## src/rtl/fetch_unit_pkg.sv

```systemverilog
// Shared processor constants for the fetch stage: opcode field values and
// branch-history counter encoding, plus the saturating counter update rule.
package fetch_unit_pkg;

    localparam logic [3:0] OP_BRANCH = 4'b0010;
    localparam int unsigned CNT_BITS = 2;
    localparam logic [CNT_BITS-1:0] BHT_INIT = 2'b01;
    localparam logic [CNT_BITS-1:0] CNT_MAX  = 2'b11;
    localparam logic [CNT_BITS-1:0] CNT_MIN  = 2'b00;

    function automatic logic [CNT_BITS-1:0] sat_update(
        input logic [CNT_BITS-1:0] cnt,
        input logic                taken
    );
        logic [CNT_BITS-1:0] nxt;
        nxt = cnt;
        if (taken && cnt != CNT_MAX) nxt = cnt + 1'b1;
        else if (!taken && cnt != CNT_MIN) nxt = cnt - 1'b1;
        return nxt;
    endfunction

endpackage

```

## src/rtl/fetch_unit_branch_predictor.sv

```systemverilog
// Table of 2-bit saturating counters; asynchronous lookup, single update port.
// Lookup reads the registered table, so a same-cycle update is not visible yet.
module branch_predictor
    import fetch_unit_pkg::*;
#(
    parameter int unsigned IDX_BITS = 4
) (
    input  logic                clk,
    input  logic                reset,
    input  logic [IDX_BITS-1:0] lookupIdx_i,
    input  logic                updEn_i,
    input  logic [IDX_BITS-1:0] updIdx_i,
    input  logic                updTaken_i,
    output logic [CNT_BITS-1:0] counter_o
);

    localparam int unsigned ENTRIES = 2 ** IDX_BITS;

    logic [CNT_BITS-1:0] bht_q [ENTRIES];

    always_ff @(posedge clk) begin
        if (reset) begin
            for (int i = 0; i < ENTRIES; i++) bht_q[i] <= BHT_INIT;
        end else if (updEn_i) begin
            bht_q[updIdx_i] <= sat_update(bht_q[updIdx_i], updTaken_i);
        end
    end

    assign counter_o = bht_q[lookupIdx_i];

endmodule

```

## src/rtl/fetch_unit_register.sv

```systemverilog
// Generic register primitive with synchronous active-high reset and write enable.
module Register #(
    parameter int unsigned     BITS        = 32,
    parameter logic [BITS-1:0] RESET_VALUE = '0
) (
    input  logic            clk,
    input  logic            reset,
    input  logic            wrtEn_i,
    input  logic [BITS-1:0] dataIn_i,
    output logic [BITS-1:0] dataOut_o
);

    logic [BITS-1:0] data_q;

    always_ff @(posedge clk) begin
        if (reset)        data_q <= RESET_VALUE;
        else if (wrtEn_i) data_q <= dataIn_i;
    end

    assign dataOut_o = data_q;

endmodule

```

## src/rtl/fetch_unit.sv

```systemverilog
// Instruction fetch stage: PC register, next-PC selection and a BHT-based
// branch predictor. All outputs are combinational from the current PC.
module fetch_unit
    import fetch_unit_pkg::*;
#(
    parameter int unsigned      DBITS    = 32,
    parameter logic [DBITS-1:0] START_PC = 'h0000_0040,
    parameter int unsigned      BHT_BITS = 4
) (
    input  logic             clk,
    input  logic             reset,
    input  logic             stall,
    input  logic             redirect,
    input  logic [DBITS-1:0] redirectPc,
    input  logic             bhtUpdate,
    input  logic [DBITS-1:0] bhtUpdatePc,
    input  logic             bhtTaken,
    output logic [DBITS-1:0] imemAddr,
    input  logic [DBITS-1:0] imemData,
    output logic [DBITS-1:0] instWord,
    output logic [DBITS-1:0] pcIncremented,
    output logic [DBITS-1:0] brBaseOffset,
    output logic             prediction
);

    logic [DBITS-1:0]    pc_q, pc_d, pc_cur;
    logic [CNT_BITS-1:0] cnt;
    logic                is_branch;

    Register #(
        .BITS        (DBITS),
        .RESET_VALUE (START_PC)
    ) u_pc (
        .clk       (clk),
        .reset     (reset),
        .wrtEn_i   (1'b1),
        .dataIn_i  (pc_d),
        .dataOut_o (pc_q)
    );

    branch_predictor #(
        .IDX_BITS (BHT_BITS)
    ) u_bp (
        .clk         (clk),
        .reset       (reset),
        .lookupIdx_i (pc_cur[BHT_BITS+1:2]),
        .updEn_i     (bhtUpdate),
        .updIdx_i    (bhtUpdatePc[BHT_BITS+1:2]),
        .updTaken_i  (bhtTaken),
        .counter_o   (cnt)
    );

    // While reset is held the outputs already reflect the reset PC, not
    // whatever the register held before the first reset edge.
    assign pc_cur        = reset ? START_PC : pc_q;
    assign imemAddr      = pc_cur;
    assign instWord      = imemData;
    assign pcIncremented = pc_cur + DBITS'(4);
    assign brBaseOffset  = pcIncremented
                         + {{(DBITS-18){instWord[15]}}, instWord[15:0], 2'b00};
    assign is_branch     = (instWord[31:28] == OP_BRANCH);
    assign prediction    = ~reset & is_branch & cnt[1];

    always_comb begin
        pc_d = pcIncremented;
        if (redirect)        pc_d = redirectPc;
        else if (stall)      pc_d = pc_cur;
        else if (prediction) pc_d = brBaseOffset;
    end

endmodule

```

## config.mk

```make
export PLATFORM = sky130hd
export DESIGN_NAME = fetch_unit
export DESIGN_NICKNAME = d
export VERILOG_FILES = /design/src/rtl/fetch_unit_pkg.sv /design/src/rtl/fetch_unit_branch_predictor.sv /design/src/rtl/fetch_unit_register.sv /design/src/rtl/fetch_unit.sv
export SDC_FILE = /design/constraint.sdc
export NUM_CORES = 1
export LEC_CHECK = 0
export ABC_CLOCK_PERIOD_IN_PS = 5500
export CORE_MARGIN = 3
export CORE_UTILIZATION = 32
export CTS_BUF_LIST = sky130_fd_sc_hd__clkbuf_4 sky130_fd_sc_hd__clkbuf_8
export CTS_CLUSTER_DIAMETER = 80
export DETAILED_ROUTE_END_ITERATION = 7
export GPL_ROUTABILITY_DRIVEN = 0
export PLACE_DENSITY = 0.64
export SYNTH_ARGS = -nofsm -noshare
export SYNTH_HDL_FRONTEND = slang
export SYNTH_SLANG_ARGS = --single-unit
```

## constraint.sdc

```tcl
create_clock -name clk -period 5.5 [get_ports clk]
set_input_delay 1.1 -clock clk [delete_from_list [all_inputs] [get_ports clk]]
set_output_delay 1.1 -clock clk [all_outputs]
set_load 0.005 [all_outputs]
```

==> summary.txt <==
Outcome
  • Status: complete, but fails checks
  • Failing checks: negative setup slack

Drt
  • WL/cell: 17.6 µm
  • Via count: approximately 7100
  • DR pass1 iterations: 5
  • Routed vias/inst: 5.16
  • # DRC: 0
  • Routed WL: between 20000 and 25000 µm
  • Antenna Nets Post-Route: 0
  • 1st-iter DRT viols: between 400 and 500

Yosys
  • Top cell type's share of synthesized area: between 10% and 20%
  • Synth Area per Inst: 8.27 µm²
  • Syn nets: approximately 920
  • Syn Inst Count: between 700 and 800
  • Top_reg_cell synth: edfxtp_1
  • Yosys Warn Count: 0
  • Yosys reg bits: 64
  • Register area share after synthesis: approximately a quarter
  • Post-synth top area cell: edfxtp_1
  • Async set-reset flop share out of synthesis: 0%
  • Synth area leaders: edfxtp_1, dfxtp_1, ha_1
  • Synth Cell Area: between 6000 and 7000 µm²
  • EDFF count, synth: 32
  • Synth cell types: between 80 and 90

Timing
  • Worst Skew: 0.0139 ns
  • Setup violators final: 3
  • Final period utilization: 102%
  • Final worst slack: -0.100 ns
  • Actual slew at the worst max-slew pin: between 0.8 and 0.9 ns
  • Min cycle time layout: around 5.6 ns
  • Final hold vios: 0
  • Max_slew headroom: approximately 45%
  • RSZ-0062 raised after global routing: yes
  • Max Clk Rate: ~180 MHz
  • Slew Limit Fails: 0

Flow run
  • Maxcap violations: 0

Floorplan
  • Core area: 19700 µm²
  • Initial Util: between 30% and 40%
  • Die Ht: ~150 µm
  • Die ar.: 21900 µm²
  • Num ports: between 200 and 250
  • FP Rows: 51
  • Die X: approximately 150 µm

Critical path
  • Crit path max-delay family: simple AND/OR/NAND/NOR gates
  • Worst flop-to-flop path endpoint: u_pc.dataOut_o[25]
  • Buffers & Inverters on Critical Path: 6
  • Worst EP required: between 4 and 5 ns
  • Worst r2r path cells: 26
  • Arr. time, crit path: between 4 and 5 ns
  • R2R setup slack: approximately 0.81 ns
  • Most frequent cell on the critical path: buf_4
  • CP cell instances: buf_12 -> buf_12 -> and2b_2 -> nand4_1 -> nor2_4 -> nand3_1 -> xnor2_2 -> ha_4 -> buf_4 -> nand3_2 -> buf_4 -> o41ai_4 -> a31oi_4 -> a21oi_2 -> buf_4 -> nor2_2 -> mux2i_1 -> or3_1 -> buf_2
  • Setup crit end kind: output pin
  • Worst r2r src: u_pc.dataOut_o[2]
  • Crit path largest cell delay: a little under 0.4 ns
  • Slowest-stage cell, CP: o41ai_4
  • Worst Setup Start Kind: input port
  • Max FO, Critical Path: 11
  • Setup CP Type: input port to output pin

Clock tree
  • CTS sink count: 64
  • Root buffer cell: clkbuf_8
  • # hold bufs at CTS: 0
  • Max Buffers Root-to-Sink: 2
  • Clock tree from TritonCTS: built
  • H-tree level count: 3
  • Clk_lat worst skew: 0.37 ns
  • CTS clk-pin slew, worst paths: around 0.07 ns
  • Clock buffer count from CTS: 9

Hold path
  • Hold depth: 2
  • End of the worst hold path: u_pc.dataOut_o[1]
  • HP Start: u_pc.dataOut_o[1]
  • Hold crit path type: flop to flop

Global routing
  • All-Layer GR Usage: between 20% and 30%
  • Largest net degree at the start of global routing: 32
  • Vias in the first global route: 6976
  • First-pass GRT wire length: roughly 37000 µm
  • GRT overflow: 0
  • Antenna violations before repair: 0

Placed design
  • Post-placement cell area: 9380 µm²
  • Dpl hpwl: 17900 µm
  • Pre-CTS setup slack: -0.572 ns
  • Dpl cells: ~1300
  • PortBufs: about 180

Final layout
  • Layout area overhead: 63.5%
  • Final instance area: around 11000 µm²
  • Fin util: about 54%
  • Antenna diode count: 0
  • Layout cell share with drive strength beyond 1: around a third
  • Final Non-Filler Cells: 1386
  • Fin nets: roughly 1300

Power
  • Max VDD drop: between 0.0001 and 0.00015 V
  • LEAKAGE: between 4 and 5 nW
  • PD cells: roughly 160 nW/µm²
[kinds of logic after synthesis]
kind of cell | share of synthesized area (%)
mux | 6.79
fa+ha+maj | 7.68
compound gates | 19.9
xor+xnor | 7.74
buf+inv | 8.79
simple gates | 24.3
flops | 24.8
[worst max path at each step]
stage,depth (start not counted),from,slack (ns),endpoint
2_1_floorplan,19,reset,0.01,brBaseOffset[31]
3_3_place_gp,19,reset,-0.54,brBaseOffset[25]
3_5_place_dp,19,reset,-0.57,brBaseOffset[25]
4_1_cts,20,reset,-0.04,brBaseOffset[30]
5_1_grt,19,reset,-0.28,brBaseOffset[28]
6_report,19,reset,-0.10,brBaseOffset[28]
[synthesized netlist by cell type, types with 19 or more instances]
master,instances
nand2b_1,29
buf_4,39
ha_1,38
nor2b_1,23
mux2i_1,19
nor2_1,67
dfxtp_1,32
inv_1,27
nand2_1,70
edfxtp_1,32
xor2_1,19
xnor2_1,33
nand3_1,33
a21oi_1,66
o21ai_0,21
clkbuf_1,22
[power breakdown]
group / internal [mW] / total (mW) / switching, mW
sequential: 0.520 / 0.539 / 0.0184
clock: 0.213 / 0.427 / 0.214
combinational: 0.383 / 0.702 / 0.319
[layer usage]
metal,vias up,part of all wire (%),track usage [%]
met5,-,0,0
met4,0,3.8,8.91
met3,60,6.4,3.31
met2,284,47,35.4
met1,3352,42,27.2
li1,3453,-,-
[sequential cells by signal (all words and copies together), names as in the netlist]
signal and count:
u_pc.dataOut_o 32, u_bp.bht_q 32
[repair_timing]
| item | CTS | global route |
|---|---|---|
| gates resized for setup | 69 | 82 |
| pin swaps | 36 | 52 |
| setup buffers | 33 | 21 |
| setup endpoints to repair | 19 | 18 |
| cloned | 0 | 0 |
[worst reg2reg max path, cell delays in order, from the launching register on]
cell and delay, ns:
dfxtp_1 0.41, buf_4 0.23, and3_4 0.23, nand4_1 0.19, buf_4 0.21, nor3_1 0.21, xor2_1 0.28, ha_1 0.34
nand2_1 0.16, buf_4 0.13, nor2_1 0.06, and3_1 0.19, a211oi_2 0.25, buf_4 0.16, o21ai_1 0.09, xnor2_1 0.18
buf_4 0.15, buf_4 0.12, buf_4 0.12, buf_4 0.12, buf_4 0.12, buf_4 0.12, buf_4 0.12, buf_4 0.13
buf_4 0.12, nand2_1 0.05, a221oi_1 0.07
[layout by cell type (no fill, tap or decap), types with 27 or more instances in the layout]
cell	n
nor2_1	59
buf_4	219
ha_1	32
nand3_1	28
nand2_1	67
clkdlybuf4s50_1	161
a21oi_1	54
edfxtp_1	32
dfxtp_1	32
nand2b_1	27
[stage by stage]
stage / setup TNS, ns / hold WS, ns / power [mW]
after global placement: -5.14 / 0.465 / 1.16
final: -0.184 / 0.501 / 1.67
after detailed placement: -5.71 / 0.487 / 1.17
after CTS: -0.0383 / 0.507 / 1.63
after floorplan: 0 / 0.452 / 0.839
after global routing: -1.35 / 0.527 / 1.75
[layout make-up]
type,instances,area (µm²)
Sequential cell,64,1600
Tap cell,265,332
Multi-Input combinational cell,612,4850
Clock buffer,10,131
Fill cell,1863,9110
Timing Repair Buffer,401,3460
Inverter,28,108
Clock inverter,6,61.3
No activity file was read; power rests on OpenSTA's default activity.
